<file path="src/rtl/packet_router_vc.sv">
// Wormhole router stage: steers each packet, head to tail, to the local FIFO,
// the forward FIFO, or both, and counts stray or protocol-error flits.

module packet_router_vc_fifo #(
    parameter int unsigned WIDTH = 64,
    parameter int unsigned DEPTH = 4
) (
    input  logic             clk,
    input  logic             rst_n,
    input  logic             push_i,
    input  logic [WIDTH-1:0] din_i,
    input  logic             ready_i,
    output logic [WIDTH-1:0] dout_o,
    output logic             valid_o,
    output logic             full_o
);
    localparam int unsigned PTR_W = $clog2(DEPTH);
    localparam int unsigned CNT_W = $clog2(DEPTH + 1);

    logic [WIDTH-1:0] mem_q [DEPTH];
    logic [PTR_W-1:0] wr_ptr_q, wr_ptr_d;
    logic [PTR_W-1:0] rd_ptr_q, rd_ptr_d;
    logic [CNT_W-1:0] count_q, count_d;
    logic             pop;

    assign valid_o = (count_q != '0);
    assign full_o  = (count_q == CNT_W'(DEPTH));
    assign dout_o  = mem_q[rd_ptr_q];
    assign pop     = valid_o && ready_i;

    always_comb begin
        wr_ptr_d = wr_ptr_q;
        rd_ptr_d = rd_ptr_q;
        count_d  = count_q;
        if (push_i) begin
            wr_ptr_d = wr_ptr_q + 1'b1;
        end
        if (pop) begin
            rd_ptr_d = rd_ptr_q + 1'b1;
        end
        if (push_i && !pop) begin
            count_d = count_q + 1'b1;
        end else if (!push_i && pop) begin
            count_d = count_q - 1'b1;
        end
    end

    always_ff @(posedge clk or negedge rst_n) begin
        if (!rst_n) begin
            for (int unsigned i = 0; i < DEPTH; i++) begin
                mem_q[i] <= '0;
            end
            wr_ptr_q <= '0;
            rd_ptr_q <= '0;
            count_q  <= '0;
        end else begin
            if (push_i) begin
                mem_q[wr_ptr_q] <= din_i;
            end
            wr_ptr_q <= wr_ptr_d;
            rd_ptr_q <= rd_ptr_d;
            count_q  <= count_d;
        end
    end
endmodule

module packet_router_vc #(
    parameter int unsigned                 FLIT_WIDTH     = 64,
    parameter int unsigned                 NODE_ID_WIDTH  = 8,
    parameter logic [NODE_ID_WIDTH-1:0]    NODE_ID        = '0,
    parameter logic [NODE_ID_WIDTH-1:0]    BCAST_ID       = '1,
    parameter int unsigned                 FIFO_DEPTH     = 4,
    parameter int unsigned                 DROP_CNT_WIDTH = 8
) (
    input  logic                      nocclk,
    input  logic                      rst_n,
    input  logic [FLIT_WIDTH-1:0]     in_flit,
    input  logic                      in_valid,
    output logic                      in_ready,
    output logic [FLIT_WIDTH-1:0]     local_flit,
    output logic                      local_valid,
    input  logic                      local_ready,
    output logic [FLIT_WIDTH-1:0]     fwd_flit,
    output logic                      fwd_valid,
    input  logic                      fwd_ready,
    output logic                      busy,
    output logic [DROP_CNT_WIDTH-1:0] drop_count
);
    typedef enum logic [1:0] {ST_IDLE, ST_LOCAL, ST_FWD, ST_BCAST} state_e;
    typedef enum logic [1:0] {FT_HEAD, FT_BODY, FT_TAIL, FT_SINGLE} flit_type_e;

    state_e                    state_q, state_d;
    logic                      busy_q;
    logic [DROP_CNT_WIDTH-1:0] drop_q, drop_d;

    flit_type_e                ftype;
    logic [NODE_ID_WIDTH-1:0]  dest;
    logic                      accept;
    logic                      push_local, push_fwd, drop;
    logic                      local_full, fwd_full;

    assign ftype = flit_type_e'(in_flit[FLIT_WIDTH-1 -: 2]);
    assign dest  = in_flit[FLIT_WIDTH-3 -: NODE_ID_WIDTH];

    always_ff @(posedge nocclk or negedge rst_n) begin
        if (!rst_n) begin
            state_q <= ST_IDLE;
            busy_q  <= 1'b0;
            drop_q  <= '0;
        end else begin
            state_q <= state_d;
            busy_q  <= (state_d != ST_IDLE);
            drop_q  <= drop_d;
        end
    end

    always_comb begin
        state_d = state_q;
        if (accept) begin
            if (state_q == ST_IDLE) begin
                if (ftype == FT_HEAD) begin
                    if (dest == NODE_ID) begin
                        state_d = ST_LOCAL;
                    end else if (dest == BCAST_ID) begin
                        state_d = ST_BCAST;
                    end else begin
                        state_d = ST_FWD;
                    end
                end
            end else if (ftype != FT_BODY) begin
                // TAIL closes the packet; a HEAD/SINGLE here closes it as an error
                state_d = ST_IDLE;
            end
        end
    end

    always_comb begin
        in_ready   = 1'b0;
        push_local = 1'b0;
        push_fwd   = 1'b0;
        drop       = 1'b0;
        unique case (state_q)
            ST_IDLE:  in_ready = !local_full && !fwd_full;
            ST_LOCAL: in_ready = !local_full;
            ST_FWD:   in_ready = !fwd_full;
            ST_BCAST: in_ready = !local_full && !fwd_full;
        endcase
        accept = in_valid && in_ready;
        if (accept) begin
            unique case (state_q)
                ST_IDLE: begin
                    if (ftype == FT_HEAD || ftype == FT_SINGLE) begin
                        if (dest == NODE_ID) begin
                            push_local = 1'b1;
                        end else if (dest == BCAST_ID) begin
                            push_local = 1'b1;
                            push_fwd   = 1'b1;
                        end else begin
                            push_fwd = 1'b1;
                        end
                    end else begin
                        drop = 1'b1;
                    end
                end
                ST_LOCAL: push_local = 1'b1;
                ST_FWD:   push_fwd   = 1'b1;
                ST_BCAST: begin
                    push_local = 1'b1;
                    push_fwd   = 1'b1;
                end
            endcase
            if (state_q != ST_IDLE && (ftype == FT_HEAD || ftype == FT_SINGLE)) begin
                drop = 1'b1;
            end
        end
    end

    always_comb begin
        drop_d = drop_q;
        if (drop && drop_q != '1) begin
            drop_d = drop_q + 1'b1;
        end
    end

    packet_router_vc_fifo #(.WIDTH(FLIT_WIDTH), .DEPTH(FIFO_DEPTH)) u_local_fifo (
        .clk     (nocclk),
        .rst_n   (rst_n),
        .push_i  (push_local),
        .din_i   (in_flit),
        .ready_i (local_ready),
        .dout_o  (local_flit),
        .valid_o (local_valid),
        .full_o  (local_full)
    );

    packet_router_vc_fifo #(.WIDTH(FLIT_WIDTH), .DEPTH(FIFO_DEPTH)) u_fwd_fifo (
        .clk     (nocclk),
        .rst_n   (rst_n),
        .push_i  (push_fwd),
        .din_i   (in_flit),
        .ready_i (fwd_ready),
        .dout_o  (fwd_flit),
        .valid_o (fwd_valid),
        .full_o  (fwd_full)
    );

    assign busy       = busy_q;
    assign drop_count = drop_q;
endmodule

</file>
<file path="config.mk">
export PLATFORM = sky130hd
export DESIGN_NAME = packet_router_vc
export DESIGN_NICKNAME = d
export VERILOG_FILES = /design/src/rtl/packet_router_vc.sv
export SDC_FILE = /design/constraint.sdc
export NUM_CORES = 1
export LEC_CHECK = 0
export CAP_MARGIN = 20
export CELL_PAD_IN_SITES_DETAIL_PLACEMENT = 2
export CELL_PAD_IN_SITES_GLOBAL_PLACEMENT = 2
export CORE_MARGIN = 2
export CORE_UTILIZATION = 35
export CTS_BUF_LIST = sky130_fd_sc_hd__clkbuf_16
export DETAILED_ROUTE_END_ITERATION = 12
export DONT_BUFFER_PORTS = 1
export PLACE_DENSITY_LB_ADDON = 0.1
export SLEW_MARGIN = 10
export SYNTH_ARGS = -nofsm -noshare
export SYNTH_HDL_FRONTEND = slang
export SYNTH_SLANG_ARGS = --single-unit
</file>
<file path="constraint.sdc">
create_clock -name nocclk -period 3.05 [get_ports nocclk]
set_input_delay 0.4575 -clock nocclk [delete_from_list [all_inputs] [get_ports nocclk]]
set_output_delay 0.4575 -clock nocclk [all_outputs]
set_load 0.03 [all_outputs]
</file>
# Word level (Yosys, flattened, before mapping)
# Cells that the tools add are included.
# Widths: inputs -> output; s select.
# word_totals
register_bits,537
in_bits,69
out_inout_bits,140
elab_cells,112
# op_classes
add_sub_neg,9
n_lt_le_gt_ge,6
n_eq_ne,9
muxes,36
bitwise,4
n_reduce_logical,31
# op_table
operator,count
$bwmux 256,2
$mux 64,6
$bmux 64 s2,2
$demux 64 s2,2
$ge 3x3->1 const B,4
$logic_and 1x1->1,12
$mux 1,12
$mux 3,4
$not 2->3,4
$mux 2,5
$add 2x1->2 const B,4
$add 8x1->8 const B,1
$eq 8x8->1 const B,1
$logic_not 8->1,1
$ne 8x8->1 const B,1
$reduce_bool 2->1,4
$add 3x1->3 const B,2
$eq 2x2->1 const B,3
$eq 3x3->1 const B,2
$logic_not 1->1,6
$lt 3x1->1 const B,2
$reduce_bool 3->1,2
$reduce_or 2->1,3
$sub 3x1->3 const B,2
6 further kinds,8

# Logic depth before layout (Yosys ltp)
# logic_depth
word_depth,10
depth_mapped,15
ltp_nobuf,13

# Modules after synthesis
# From an unflattened synthesis, not the netlist that was laid out.
# hier_totals
cells_unflattened,1379
area_unflattened_um2,23776.6
# modules_own_cells
mod,instances,cells_each,area_per_inst_um2,seq_area_each_um2
packet_router_vc_fifo,2,649,11506.0,6581.3
packet_router_vc,1,81,764.5,275.3

# Worst setup path before layout
# Ideal clock, no wire load.
# synth_path
path_kind,input to register
start,input in_flit[62]
end,register u_local_fifo.count_q[2]
setup_ns,0.079
arrival_time_ns,3.184
required_time_ns,2.971
slack_ns,-0.213
path_stages,11
n_path_buf,0
path_cell_list,inv_1 > ha_1 > or4_4 > a2111oi_4 > or2_2 > ha_1 > inv_1 > fa_1 > xor2_1 > nor2_1 > xor2_1
# synth_via
elab_chain_len,8
word_cells_on_any_way,11
cone_classes,1 x eq/ne; 4 x mux; 6 x reduce/logical
# synth_lines
element,line_no,rtl
start: declaration,77,"input logic [FLIT_WIDTH-1:0] in_flit,"
$eq 2x2->1 / $logic_not 2->1 (equally long branches),152,if (ftype == FT_HEAD || ftype == FT_SINGLE) begin
$logic_or 1x1->1 (*),152,
$mux 1 (*),152,
$pmux 1 s2 (*),150,unique case (state_q)
$mux 1 (*),149,if (accept) begin
net push_local,99,"logic push_local, push_fwd, drop;"
$logic_not 1->1,43,end else if (!push_i && pop) begin
$logic_and 1x1->1,43,
$reduce_bool 2->1 (no line),n/a,
end signal: assignment,62,count_q <= count_d;
end: declaration,23,"logic [CNT_W-1:0] count_q, count_d;"
# Mark *: on every way through the listed nets, which the timed path passes. The rest lies on a longest branch.
# A chain may end at the register's enable or synchronous reset.

# Final worst setup path
# layout_path
start,register state_q[0]
end,register u_local_fifo.count_q[2]
# layout_via
elab_chain_len,8
word_cells_on_any_way,15
cone_classes,3 x eq/ne; 4 x mux; 8 x reduce/logical
# layout_lines
element,line_no,rtl
start: declaration,92,"state_e state_q, state_d;"
start signal: assignment,111,state_q <= state_d;
$eq 2x2->1 / $logic_not 2->1 (equally long branches),"142, 150",
$reduce_or 2->1 (no line),n/a,
$pmux 1 s3,142,unique case (state_q)
$logic_and 1x1->1,148,accept = in_valid && in_ready;
$mux 1 (*),149,
net push_local,99,
$logic_not 1->1,43,
$logic_and 1x1->1,43,
$reduce_bool 2->1 (no line),n/a,
# Marked as above.

==> summary.md <==
| Metric | Value |
|---|---|
| Post-Route WL | `62.1 mm` |
| Chip Height | `roughly 260 µm` |
| Worst-path clk slew | `0.06 ns` |
| Grt total ovfl | `0` |
| # hold bufs at CTS | `66` |
| First-pass GRT wire length | `just under 100 mm` |
| XOR/XNOR share of the synthesized area | `less than 1%` |
| Final Setup Violations | `0` |
| Synthesis-to-finish area growth | `17.2%` |
| Synth Instances | `~1400` |
| Layout fillers | `between 6000 and 7000` |
| PwrDens | `1230 nW/µm²` |
| Starting Density | `between 30 and 40%` |
| Commonest non-fill, non-tap cell in the layout | `dfrtp_1` |
| Post-DP HPWL | `between 30 and 40 mm` |
| Residual DRC | `0` |
| FF+latch area | `~13000 µm²` |
| Row cnt | `95` |
| Die W | `265 µm` |
| CTS max path bufs | `3` |
| Actual slew at the worst max-slew pin | `approximately 1.7 ns` |
| Max cap viols | `0` |
| Post-Synth Adder-Cell Area | `1.06%` |
| Crit end category | `flop` |
| Failing checks | `hold timing, slew limit` |
| Mux cell area share after synthesis | `37.0%` |
| CTS tree | `done` |
| DIE AREA | `~70000 µm²` |
| Number of global-route vias before repair | `14542` |
| Count of final hold-check violations | `537` |
| Critical path arrival | `about 3.4 ns` |
| Sequential area share after synthesis | `56.6%` |
| CP max FO | `4` |
| # clock sinks | `~540` |
| Layout cells sized above 1 | `a little over half` |
| Post-Syn Nets | `1483` |
| Skew-Pair Late Insertion Delay | `approximately 0.62 ns` |
| Status | `complete, but fails checks` |
| IO Pins | `about 210` |
| Core box area | `between 60000 and 70000 µm²` |
| Routed vias/inst | `5.25` |
| Largest delay share family, worst path | `simple AND/OR/NAND/NOR gates` |
| Worst relative slew slack | `-15.6%` |
| Routed len/inst | `25.7 µm` |
| Largest net degree at the start of global routing | `between 500 and 600` |
| F_max | `~0.34 GHz` |
| Root buffer cell | `clkbuf_16` |
| Most common flop cell mapped by yosys | `dfrtp_1` |
| Layout net count | `1583` |
| Synth area leaders | `dfrtp_1 (57%), mux2_2 (23%), mux4_2 (12%)` |
| Main combinational cell family by area after synthesis | `multiplexers` |
| Post-synthesis async set-or-reset flop share | `100%` |
| Iter 0 DRT Violations | `442` |
| Compound-Gate Fraction of Synth Area | `less than 1%` |
| CP max-delay cell | `or4_4` |
| Crit share post-route | `a little over nine tenths` |
| Post-synthesis simple-gate area fraction | `under 10%` |
| Gr usage total | `between 10% and 20%` |
| Skew final | `0.0170 ns` |
| Yosys warning total | `0` |
| Most frequent cells in the layout | `dfrtp_1 (532), mux2_2 (495), mux4_2 (128)` |
| FF+latch count, synth | `537` |
| Number of routed nets with antenna violations | `0` |
| Area of the multi-input gates | `9820 µm²` |
| PnR worst setup slack | `0.141 ns` |
| Leakage | `around 0.012 µW` |
| Req. time, crit path | `roughly 3.6 ns` |
| Worst path max stage delay | `between 0.5 and 0.6 ns` |
| Max-slew violations | `approximately 130` |
| Antenna violations before repair | `3` |
| Worst Path Buf+Inv | `3` |
| Hold Crit Class | `in -> async` |
| Post-synth top area cell | `dfrtp_1` |
| Crit Path Class | `reg -> reg` |
| Synth cell types | `46` |
| Tmin final | `2.91 ns` |
| Hold slack | `-0.463 ns` |
| Finished Core Util | `about two fifths` |
| Port-buffer cells | `0` |
| Crit-path cells | `inv_2, buf_4, ha_4, or4_4, a2111oi_4, or2_4, ha_4, inv_1, fa_2, xor2_1, nor2_1, xor2_1` |
| Post-synth EDFFs | `0` |
| H-tree depth | `2` |
| Routability cong. | `0.721` |
| Vias | `between 10000 and 15000` |
| DRT Pass-1 Iters | `4` |
| Pre-CTS WS | `between 0.09 and 0.1 ns` |
| Total power | `34200 µW` |
| Mapped cell area | `~24000 µm²` |
| Average size of a mapped cell | `17.0 µm²` |
| TritonCTS Buffers | `between 60 and 70` |
| Peak supply drop | `roughly 0.74 mV` |
| Setup crit start kind | `flop` |
| Share of the synthesized area in the top cell type | `between 50% and 60%` |
path summary, 6_finish.rpt:
kind,startpoint,to,slack (ns),depth (start not counted)
max,state_q[0],u_local_fifo.count_q[2],0.14,12
min,rst_n,u_local_fifo.mem_q[177],-0.46,0
max reg2reg,state_q[0],u_local_fifo.count_q[2],0.14,12
min reg2reg,u_local_fifo.count_q[2],u_local_fifo.count_q[2],0.49,1
max in group asynchronous,rst_n,u_local_fifo.mem_q[140],2.12,0
min in group nocclk,fwd_ready,u_fwd_fifo.rd_ptr_q[0],0.09,2
where the power goes:
| part | switching (µW) | internal [µW] | leakage (µW) |
|---|---|---|---|
| sequential | 2080 | 10500 | 0.00666 |
| clock | 2990 | 4210 | 0.00101 |
| combinational | 7800 | 6610 | 0.00435 |
per-stage QoR:
stage	area, µm²	std cells	setup TNS [ns]	hold WS [ns]
after detailed placement	25200	2237	0	0.183
final	27900	2421	0	-0.463
after CTS	27800	2418	0	-0.499
after global placement	25200	2237	0	0.183
after global routing	27900	2421	-0.00310	-0.516
after floorplan	23800	1395	-0.0255	0.162
cell families after synthesis:
| kind of cell | after synthesis |
|---|---|
| AO/OA/AOI/OAI | 26 |
| multiplexers | 645 |
| XOR/XNOR | 18 |
| adder cells (fa/ha/maj) | 19 |
| AND/OR/NAND/NOR | 44 |
| buffers and inverters | 106 |
| flip-flops | 537 |
sequential cells by signal, indices dropped and copies added, names as in the netlist:
signal / cells
u_fwd_fifo.mem_q: 256
u_local_fifo.mem_q: 256
drop_count: 8
u_fwd_fifo.count_q: 3
u_local_fifo.count_q: 3
state_q: 2
u_fwd_fifo.rd_ptr_q: 2
u_fwd_fifo.wr_ptr_q: 2
u_local_fifo.rd_ptr_q: 2
u_local_fifo.wr_ptr_q: 2
busy: 1
cell usage after synthesis (2+ instances only):
master / count
dfrtp_1: 537
mux2_2: 495
mux4_2: 128
buf_2: 36
buf_6: 24
mux2_4: 22
buf_1: 18
ha_1: 17
inv_1: 16
clkbuf_1: 11
nand2_1: 11
xnor2_1: 10
xor2_1: 8
a21oi_1: 5
nand3_1: 4
nor4_1: 4
nor4b_1: 4
o21ai_4: 4
nor2_1: 3
o21ai_0: 3
o22ai_1: 3
or3_1: 3
a311oi_1: 2
fa_1: 2
nand4_1: 2
nor3b_1: 2
or2_2: 2
final cells by class:
type | instances | share of cell area [%]
antenna | 1 | 0.00898
clock buffer | 63 | 5.66
clock inverter | 52 | 1.36
inverter | 16 | 0.225
multi-input combinational | 752 | 35.3
sequential | 537 | 48.3
tap | 873 | 3.92
timing repair buffer | 127 | 5.27
what timing repair did:
item,4_1_cts,5_1_grt
setup buffers,0,2
hold endpoints to repair,1051,537
gates resized for setup,0,5
setup endpoints to repair,0,1
per-layer routing:
| layer | up-vias | track usage [%] | part of all wire (%) |
|---|---|---|---|
| li1 | 5411 | - | - |
| met1 | 7028 | 24.3 | 45 |
| met2 | 193 | 29.7 | 49 |
| met3 | 78 | 4.29 | 4.9 |
| met4 | 4 | 4.25 | 1.8 |
| met5 | - | 0 | 0.043 |
No activity file was read; power rests on OpenSTA's default activity.
